### src/rtl/uart_mon_pkg.sv
// Shared constants for the UART monitor: command codes, ASCII values, FSM
// state encoding and the operand count each command expects.
package uart_mon_pkg;

    localparam logic [1:0] CMD_STOP  = 2'd0;
    localparam logic [1:0] CMD_WRITE = 2'd1;
    localparam logic [1:0] CMD_READ  = 2'd2;
    localparam logic [1:0] CMD_GO    = 2'd3;

    localparam logic [7:0] ASCII_CR = 8'h0d;
    localparam logic [7:0] ASCII_LF = 8'h0a;
    localparam logic [7:0] ASCII_SP = 8'h20;

    typedef enum logic [2:0] {
        S_CMD,
        S_SEP,
        S_ARG,
        S_DONE,
        S_ERR
    } state_e;

    function automatic logic [1:0] req_args(input logic [1:0] code);
        logic [1:0] n;
        case (code)
            CMD_WRITE: n = 2'd2;
            CMD_READ:  n = 2'd2;
            CMD_GO:    n = 2'd1;
            default:   n = 2'd0;
        endcase
        return n;
    endfunction

endpackage

### src/rtl/uart_hex_dec.sv
// Combinational character classifier: hex digits, separators, line endings
// and command letters (case-insensitive).
module uart_hex_dec
    import uart_mon_pkg::*;
(
    input  logic [7:0] rx_char,
    output logic       is_hex,
    output logic [3:0] nibble,
    output logic       is_sp,
    output logic       is_cr,
    output logic       is_lf,
    output logic       cmd_letter_vld,
    output logic [1:0] cmd_letter_code
);

    always_comb begin
        is_hex          = 1'b0;
        nibble          = 4'd0;
        cmd_letter_vld  = 1'b0;
        cmd_letter_code = CMD_STOP;
        is_sp           = (rx_char == ASCII_SP);
        is_cr           = (rx_char == ASCII_CR);
        is_lf           = (rx_char == ASCII_LF);

        if (rx_char >= 8'h30 && rx_char <= 8'h39) begin
            is_hex = 1'b1;
            nibble = rx_char[3:0];
        end else if ((rx_char >= 8'h61 && rx_char <= 8'h66) ||
                     (rx_char >= 8'h41 && rx_char <= 8'h46)) begin
            // 'a'/'A' have low nibble 1, so +9 maps them onto 10..15
            is_hex = 1'b1;
            nibble = rx_char[3:0] + 4'd9;
        end

        case (rx_char)
            8'h77, 8'h57: begin cmd_letter_vld = 1'b1; cmd_letter_code = CMD_WRITE; end
            8'h72, 8'h52: begin cmd_letter_vld = 1'b1; cmd_letter_code = CMD_READ;  end
            8'h67, 8'h47: begin cmd_letter_vld = 1'b1; cmd_letter_code = CMD_GO;    end
            8'h71, 8'h51: begin cmd_letter_vld = 1'b1; cmd_letter_code = CMD_STOP;  end
            default: ;
        endcase
    end

endmodule

### src/rtl/uart_rec_char.sv
// Command-line parser for the UART monitor: turns "<cmd> [hex] [hex] CR"
// into one command with up to two operands over a valid/ready handshake.
module uart_rec_char
    import uart_mon_pkg::*;
(
    input  logic        clk,
    input  logic        rst,
    input  logic [7:0]  rx_char,
    input  logic        rx_en,
    output logic [1:0]  cmd_code,
    output logic [31:0] cmd_arg1,
    output logic [31:0] cmd_arg2,
    output logic        cmd_valid,
    input  logic        cmd_ready,
    output logic        cmd_err,
    output logic        rx_overrun,
    output logic        crlf_in
);

    logic       is_hex, is_sp, is_cr, is_lf, letter_vld;
    logic [3:0] nibble;
    logic [1:0] letter_code;

    uart_hex_dec u_hex_dec (
        .rx_char         (rx_char),
        .is_hex          (is_hex),
        .nibble          (nibble),
        .is_sp           (is_sp),
        .is_cr           (is_cr),
        .is_lf           (is_lf),
        .cmd_letter_vld  (letter_vld),
        .cmd_letter_code (letter_code)
    );

    state_e      state_q, state_d;
    logic [1:0]  code_q, code_d;
    logic [31:0] acc_q, acc_d;
    logic [31:0] arg1_q, arg1_d;
    logic [31:0] arg2_q, arg2_d;
    logic [1:0]  cnt_q, cnt_d;
    logic        sp_seen_q, sp_seen_d;
    logic        valid_q, valid_d;
    logic        err_q, err_d;
    logic        ovr_q, ovr_d;
    logic        crlf_q, crlf_d;
    logic        term;
    logic [1:0]  term_cnt;

    always_comb begin
        state_d   = state_q;
        code_d    = code_q;
        acc_d     = acc_q;
        arg1_d    = arg1_q;
        arg2_d    = arg2_q;
        cnt_d     = cnt_q;
        sp_seen_d = sp_seen_q;
        err_d     = 1'b0;
        ovr_d     = 1'b0;
        crlf_d    = 1'b0;
        term      = 1'b0;
        term_cnt  = cnt_q;

        if (rx_en) begin
            case (state_q)
                S_CMD: begin
                    if (letter_vld) begin
                        code_d    = letter_code;
                        cnt_d     = 2'd0;
                        arg1_d    = 32'd0;
                        arg2_d    = 32'd0;
                        sp_seen_d = 1'b0;
                        state_d   = S_SEP;
                    end else if (is_cr) begin
                        crlf_d = 1'b1;
                    end else if (!is_sp && !is_lf) begin
                        state_d = S_ERR;
                    end
                end
                S_SEP: begin
                    if (is_sp) begin
                        sp_seen_d = 1'b1;
                    end else if (is_hex) begin
                        // The letter must be followed by a space; a third operand is refused
                        if (!sp_seen_q || cnt_q == 2'd2) begin
                            state_d = S_ERR;
                        end else begin
                            acc_d   = {28'd0, nibble};
                            state_d = S_ARG;
                        end
                    end else if (is_cr) begin
                        term = 1'b1;
                    end else if (!is_lf) begin
                        state_d = S_ERR;
                    end
                end
                S_ARG: begin
                    if (is_hex) begin
                        acc_d = {acc_q[27:0], nibble};
                    end else if (is_sp || is_cr) begin
                        if (cnt_q == 2'd0) arg1_d = acc_q;
                        else               arg2_d = acc_q;
                        cnt_d     = cnt_q + 2'd1;
                        sp_seen_d = 1'b1;
                        term_cnt  = cnt_q + 2'd1;
                        term      = is_cr;
                        state_d   = S_SEP;
                    end else if (!is_lf) begin
                        state_d = S_ERR;
                    end
                end
                S_ERR: begin
                    if (is_cr) begin
                        err_d   = 1'b1;
                        crlf_d  = 1'b1;
                        state_d = S_CMD;
                    end
                end
                S_DONE:  ovr_d = 1'b1;
                default: state_d = S_CMD;
            endcase
        end

        if (term) begin
            crlf_d = 1'b1;
            if (term_cnt == req_args(code_q)) begin
                state_d = S_DONE;
            end else begin
                err_d   = 1'b1;
                state_d = S_CMD;
            end
        end

        if (state_q == S_DONE && cmd_ready) state_d = S_CMD;

        valid_d = (state_d == S_DONE);
    end

    always_ff @(posedge clk) begin
        if (rst) begin
            state_q   <= S_CMD;
            code_q    <= 2'd0;
            acc_q     <= 32'd0;
            arg1_q    <= 32'd0;
            arg2_q    <= 32'd0;
            cnt_q     <= 2'd0;
            sp_seen_q <= 1'b0;
            valid_q   <= 1'b0;
            err_q     <= 1'b0;
            ovr_q     <= 1'b0;
            crlf_q    <= 1'b0;
        end else begin
            state_q   <= state_d;
            code_q    <= code_d;
            acc_q     <= acc_d;
            arg1_q    <= arg1_d;
            arg2_q    <= arg2_d;
            cnt_q     <= cnt_d;
            sp_seen_q <= sp_seen_d;
            valid_q   <= valid_d;
            err_q     <= err_d;
            ovr_q     <= ovr_d;
            crlf_q    <= crlf_d;
        end
    end

    assign cmd_code   = code_q;
    assign cmd_arg1   = arg1_q;
    assign cmd_arg2   = arg2_q;
    assign cmd_valid  = valid_q;
    assign cmd_err    = err_q;
    assign rx_overrun = ovr_q;
    assign crlf_in    = crlf_q;

endmodule

### config.mk
export PLATFORM = sky130hd
export DESIGN_NAME = uart_rec_char
export DESIGN_NICKNAME = d
export VERILOG_FILES = /design/src/rtl/uart_mon_pkg.sv /design/src/rtl/uart_hex_dec.sv /design/src/rtl/uart_rec_char.sv
export SDC_FILE = /design/constraint.sdc
export NUM_CORES = 1
export LEC_CHECK = 0
export ABC_AREA = 1
export CAP_MARGIN = 20
export CORE_UTILIZATION = 57
export DETAILED_ROUTE_END_ITERATION = 16
export PLACE_DENSITY = 0.93
export SLEW_MARGIN = 20
export SYNTH_ARGS = -nofsm -noshare
export SYNTH_HDL_FRONTEND = slang
export SYNTH_SLANG_ARGS = --single-unit
export TNS_END_PERCENT = 1
### constraint.sdc
create_clock -name clk -period 3.6 [get_ports clk]
set_input_delay 1.08 -clock clk [delete_from_list [all_inputs] [get_ports clk]]
set_output_delay 1.08 -clock clk [all_outputs]
set_load 0.02 [all_outputs]
==> run_results.csv, run 1 <==
group,metric,value,unit
pwr,pwr-share-clk,0.308,
pwr,p_switching,702,uW
logic_synthesis,yosysTopAreaCellShare,0.462,
finish,final_common_cell,"nor2_1",
pwr,p_int,1690,uW
pwr,sw_frac_of_total,0.293,
route,num_vias,4485,
logic_synthesis,synthTopCellsByArea,"dfxtp_1 46%, nor2_1 12%, o21ai_0 9.5%",
logic_synthesis,synth_nets,660,
timing,tns,0,ns
logic_synthesis,syn_avg_cell_area,7.32,um^2
die,core_area,7850,um^2
clock_tree,clk_path_buf_depth,2,
clock_tree,cts_max_level,3,
place,place_congestion,0.871,
worst_setup_path,worstPathArrival,3.51,ns
timing,fmax,314,MHz
pwr,p_leak,0.00243,uW
timing,slew_headroom,0.514,
timing,period_share,0.885,
clock_tree,cts_setup_buffers,0,
clock_tree,cts_tree,"done",
worst_hold_path,hp-class,"flip-flop to flip-flop",
clock_tree,cts.sinks,108,
finish,seq_area,2160,um^2
logic_synthesis,synth_area,4680,um^2
finish,layout.nets,728,
place,pre_cts_slack,0.0646,ns
logic_synthesis,yosys_warnings,0,
global_routing,grt.overflow.total,0,
die,start_util,0.597,
global_routing,grt_max_degree,37,
worst_hold_path,holdPathStages,2,
finish,final_util,0.729,
global_routing,grt.total_usage,0.298,
route,drc,0,
timing,fin_crit,3.18,ns
route,ant_nets,0,
place,numPortBuffers,81,
worst_setup_path,start_kind,"input pin",
pwr,ir_worst_vdd,0.289,mV
route,firstDrtPassIters,4,
route,viasPerCell,5.50,
die,io_pins,82,
timing,drv_slew,0,
global_routing,grt_pass1_vias,4311,
timing,fin_ws,0.415,ns
worst_setup_path,cp_max_fo,22,
timing,skew,0.0152,ns
global_routing,grt_pass1_wl,20500,um
logic_synthesis,synth_top_cell_by_area,"dfxtp_1",
die,rows,32,
finish,area_growth,22.1,%
worst_setup_path,rrSetupSlack,1.30,ns
worst_setup_path,cp.required,3.92,ns
logic_synthesis,synth-seq-cells,108,
route,drt_iter0_drc,265,
route,routedWlPerCell,15.0,um
finish,n_antenna_cell,0,
worst_hold_path,hp-start,"acc_q[19]",
pwr,comb_power_share,0.157,
die,fp.dieW,92.6,um
clock_tree,numCtsBuffers,9,
clock_tree,clk_pin_slew,0.11,ns
logic_synthesis,ys_types,31,
pwr,power_density,419,nW/um^2
place,dpl.hpwl,8530,um
job,max_cap_violations,0,
clock_tree,cts-resized-gates,0,
route,wl,12300,um
worst_setup_path,crit_type,"input pin to flip-flop",
clock_tree,insertion_delay,0.37,ns
logic_synthesis,synth_seq_area_share,0.462,
worst_setup_path,r2r-start,"state_q[2]",
timing,hold_viol_final,0,
run_status,status,"completed",
finish,multiInputGateArea,2100,um^2
worst_setup_path,reg2reg_depth,10,
clock_tree,hold_buffers,0,
worst_setup_path,r2r-end,"cmd_arg1[21]",
worst_setup_path,crit_path_end_kind,"flip-flop",
pwr,seq_power_share,0.535,
worst_hold_path,hold_path_end,"acc_q[19]",
die,die_y,92.6,um
logic_synthesis,syn_inst,640,
timing,rsz0062_at_grt,"false",
clock_tree,cts-root-buf,"clkbuf_8",
finish,drive_gt1_frac,0.0701,
die,dieArea,8580,um^2
global_routing,antenna_found_initial,0,
finish,layout_common_cells,"150 x nor2_1, 108 x dfxtp_1, 89 x o21ai_0",
timing,finalSetupViolCount,0,
timing,worst_pin_slew,0.728,ns
timing,hold_slack,0.463,ns
finish,nFillCells,631,
critical path, cell delays in order:
cell             delay (ns)
clkdlybuf4s50_1        0.50
inv_1                  0.19
ha_1                   0.24
nand2_1                0.07
nand3b_1               0.10
nand3_2                0.12
nand2_2                0.13
nand2_2                0.08
nand2_1                0.13
nor2_4                 0.06
inv_1                  0.53
nor2_1                 0.12
nor2_1                 0.13
power by group through the flow:
stage	Combinational (uW)	Sequential [uW]	Clock, uW
floorplan	157	1370	0
global placement	364	1310	0
detailed placement	374	1310	0
CTS	376	1280	744
global route	411	1290	793
finish	376	1280	738
cell families after synthesis:
logic type | after synthesis | share of synthesized area
AOI/OAI and AO/OA | 161 | 0.183
and+or+nand+nor | 270 | 0.243
buffers and inverters | 93 | 0.0908
DFF | 108 | 0.462
adders and majority gates | 8 | 0.0214
flip-flops by register name, indices dropped and copies added (netlist names):
name and cells:
acc_q 32, cmd_arg1 32, cmd_arg2 32, state_q 3, cmd_code 2, cnt_q 2
cmd_err 1, cmd_valid 1, crlf_in 1, rx_overrun 1, sp_seen_q 1
how the worst max path moves through the flow:
stage / startpoint / endpoint / slack, ns / cells after the start
after floorplan: rx_char[0] / cmd_arg1[14] / 1.09 / 13
after global placement: rx_char[0] / cmd_arg2[6] / 0.17 / 11
after detailed placement: rx_char[0] / cmd_arg1[21] / 0.06 / 13
after CTS: rx_char[0] / cmd_arg1[21] / 0.46 / 13
after global routing: rx_char[0] / cmd_arg1[22] / 0.17 / 13
final: rx_char[0] / cmd_arg1[21] / 0.42 / 13
synthesized netlist by cell type:
cell type,n
ha_1,8
buf_4,1
o21ai_1,1
inv_2,6
a22oi_1,1
or2_2,1
buf_6,8
buf_2,10
a211oi_1,4
inv_1,53
o211a_1,1
o21ai_0,89
nor2_1,150
dfxtp_1,108
a31oi_1,2
nand4_1,3
nand3b_1,3
nor2_4,2
o22ai_1,1
nand4_2,2
nand3_2,6
a21oi_4,1
clkbuf_1,14
o21a_1,5
o21ai_2,2
a21oi_1,54
buf_1,1
nand2_2,3
nor3_1,1
nand2_1,80
nand3_1,19
per-layer routing:
layer	GRT usage	routed length, um	up-vias
met5	0	0	-
met4	0.0936	296	0
met3	0.0484	666	31
met2	0.521	6010	163
met1	0.375	5290	2091
li1	-	-	2200
metrics by stage:
stage          power, uW  std cells  area [um^2]
2_1_floorplan       1520        640         4680
3_3_place_gp        1670        799         5520
3_5_place_dp        1680        799         5520
4_1_cts             2400        815         5720
5_1_grt             2490        815         5720
6_report            2400        815         5720
cell type report:
type	instances	share of cell area
multi-input combinational	439	0.367
sequential	108	0.378
timing repair buffer	91	0.159
clock buffer	10	0.0241
tap	102	0.0223
clock inverter	6	0.0109
inverter	59	0.0387
Note: power is estimated with default switching activity, not from simulation.
==> run 2: changes to the inputs <==
- SETUP_SLACK_MARGIN: not set -> 0.02
- SLEW_MARGIN: 20 -> not set
==> results of run 2 <==
The final DEF is identical to that of run 1; final timing and power are the same.
==> run 3: changes to the inputs <==
- CORE_MARGIN: not set -> 2
- PLACE_DENSITY: 0.93 -> 0.94
==> run 3 against run 2 <==
Fmax grew 0.34%; clock power is essentially flat; core utilization shrank 2.4 points; via count shrank 0.36%; clock skew grew 0.0046 ns; die area grew 4.4%; critical path type unchanged; highest routed layer unchanged.
==> run_results.csv, run 3 (same netlist as run 1, synthesis figures left out) <==
group,metric,value,unit
run_status,status,"completed",
route,drt_iter0_drc,247,
finish,drive_gt1_frac,0.0688,
worst_setup_path,cp.required,3.90,ns
timing,fmax,315,MHz
worst_hold_path,hold_path_end,"acc_q[23]",
worst_hold_path,hp-start,"acc_q[23]",
worst_setup_path,r2r-end,"cmd_arg1[3]",
place,place_congestion,0.981,
global_routing,antenna_found_initial,0,
clock_tree,insertion_delay,0.38,ns
pwr,power_density,419,nW/um^2
global_routing,grt.overflow.total,0,
worst_setup_path,path_buf_inv,3,
clock_tree,cts_max_level,3,
worst_setup_path,rrSetupSlack,1.29,ns
global_routing,grt_pass1_vias,4109,
place,numPortBuffers,81,
global_routing,grt.total_usage,0.264,
timing,skew,0.0198,ns
worst_hold_path,holdPathStages,2,
timing,hold_slack,0.464,ns
worst_setup_path,crit_family,"buffers and inverters",
timing,fin_crit,3.17,ns
route,routedWlPerCell,14.2,um
finish,final_common_cell,"nor2_1",
die,fp.dieW,94.6,um
die,die_y,94.6,um
global_routing,grt_max_degree,87,
timing,rsz0062_at_grt,"false",
clock_tree,numCtsBuffers,9,
route,top_layer,"met4",
route,firstDrtPassIters,7,
worst_setup_path,r2r-start,"state_q[2]",
clock_tree,cts-resized-gates,0,
clock_tree,cts_tree,"done",
route,wl_met1,5050,um
worst_setup_path,start_kind,"input pin",
route,ant_nets,0,
route,wl,11600,um
die,io_pins,82,
clock_tree,cts.sinks,108,
clock_tree,cts_setup_buffers,0,
worst_setup_path,cp_slowest_cell,"inv_1",
worst_setup_path,crit_type,"input pin to flip-flop",
timing,drv_slew,0,
timing,worst_pin_slew,0.705,ns
route,num_vias,4469,
finish,layout_common_cells,"150 x nor2_1, 108 x dfxtp_1, 89 x o21ai_0",
clock_tree,cts-root-buf,"clkbuf_8",
route,wl_met2,5710,um
worst_setup_path,worstPathArrival,3.48,ns
route,wl_met3,768,um
worst_setup_path,crit_path_end_kind,"flip-flop",
timing,slew_headroom,0.529,
clock_tree,clk_pin_slew,0.11,ns
worst_setup_path,slowest_delay,0.52,ns
route,drc,0,
pwr,power,2390,uW
place,dpl.hpwl,8170,um
timing,period_share,0.882,
global_routing,grt_pass1_wl,18900,um
timing,hold_viol_final,0,
worst_hold_path,hp-class,"flip-flop to flip-flop",
clock_tree,hold_buffers,0,
clock_tree,clk_path_buf_depth,2,
die,dieArea,8960,um^2
finish,area_growth,21.8,%
die,core_area,8090,um^2
worst_setup_path,crit_chain,"clkdlybuf4s50_1 > inv_1 > ha_1 > nand2_1 > nand3b_1 > nand3_2 > nand2_2 > nand2_2 > nand2_1 > nor2_4 > inv_1 > nor2_1 > nor2_1",
pwr,p_leak,0.00242,uW
worst_setup_path,reg2reg_depth,10,
timing,finalSetupViolCount,0,
timing,tns,0,ns
die,start_util,0.579,
die,rows,33,
job,max_cap_violations,0,
worst_setup_path,cp_max_fo,22,
finish,n_antenna_cell,0,
pwr,ir_worst_vdd,0.273,mV
route,viasPerCell,5.47,
finish,layout.nets,727,
[run 3: changes by cell type in the layout (fill, tap and decap cells not counted)]
| cell | delta |
|---|---|
| buf_12 | -1 |
| clkinvlp_4 | +1 |
| inv_6 | -2 |
| inv_8 | +1 |
[run 3: metal layers]
layer / GRT usage / vias to the layer above
met1: 0.347 / 2083
li1: - / 2198
met4: 0.0616 / 0
met3: 0.0503 / 12
met5: 0 / -
met2: 0.450 / 176
[run 3: worst max-delay path by stage]
stage | from | end | slack [ns] | depth (start not counted)
floorplan | rx_char[0] | cmd_arg1[14] | 1.09 | 13
global placement | rx_char[0] | cmd_arg1[10] | 0.10 | 13
detailed placement | rx_char[0] | cmd_arg1[3] | 0.09 | 13
CTS | rx_char[0] | cmd_arg1[3] | 0.46 | 13
global route | rx_char[0] | cmd_arg1[28] | 0.25 | 13
finish | rx_char[0] | cmd_arg1[3] | 0.43 | 13
[run 3: layout make-up]
| type | count | area, um^2 |
|---|---|---|
| well taps | 105 | 131 |
| fillers | 652 | 2390 |
| clock inverters | 6 | 63.8 |
| multi-input cells | 439 | 2100 |
| repair buffers | 90 | 891 |
| inverters | 59 | 221 |
| flip-flops and latches | 108 | 2160 |
| clock buffers | 10 | 138 |
[run 3: worst min-delay path, cell delays in order, from the launching register on]
cell and delay (ns):
dfxtp_1 0.31, inv_1 0.06, a21oi_1 0.05
[run 3: power breakdown]
part	switching, uW	total, uW	internal (uW)
Clock	445	735	290
Combinational	219	369	151
Sequential	32.2	1280	1250
[run 3: metrics by stage]
step / cells / setup WS [ns] / instance area, um^2 / utilization
5_1_grt: 817 / 0.249 / 5700 / 0.705
4_1_cts: 817 / 0.464 / 5700 / 0.705
2_1_floorplan: 640 / 1.09 / 4680 / -
3_5_place_dp: 801 / 0.0867 / 5500 / 0.680
3_3_place_gp: 801 / 0.105 / 5500 / 0.680
6_report: 817 / 0.426 / 5700 / 0.705
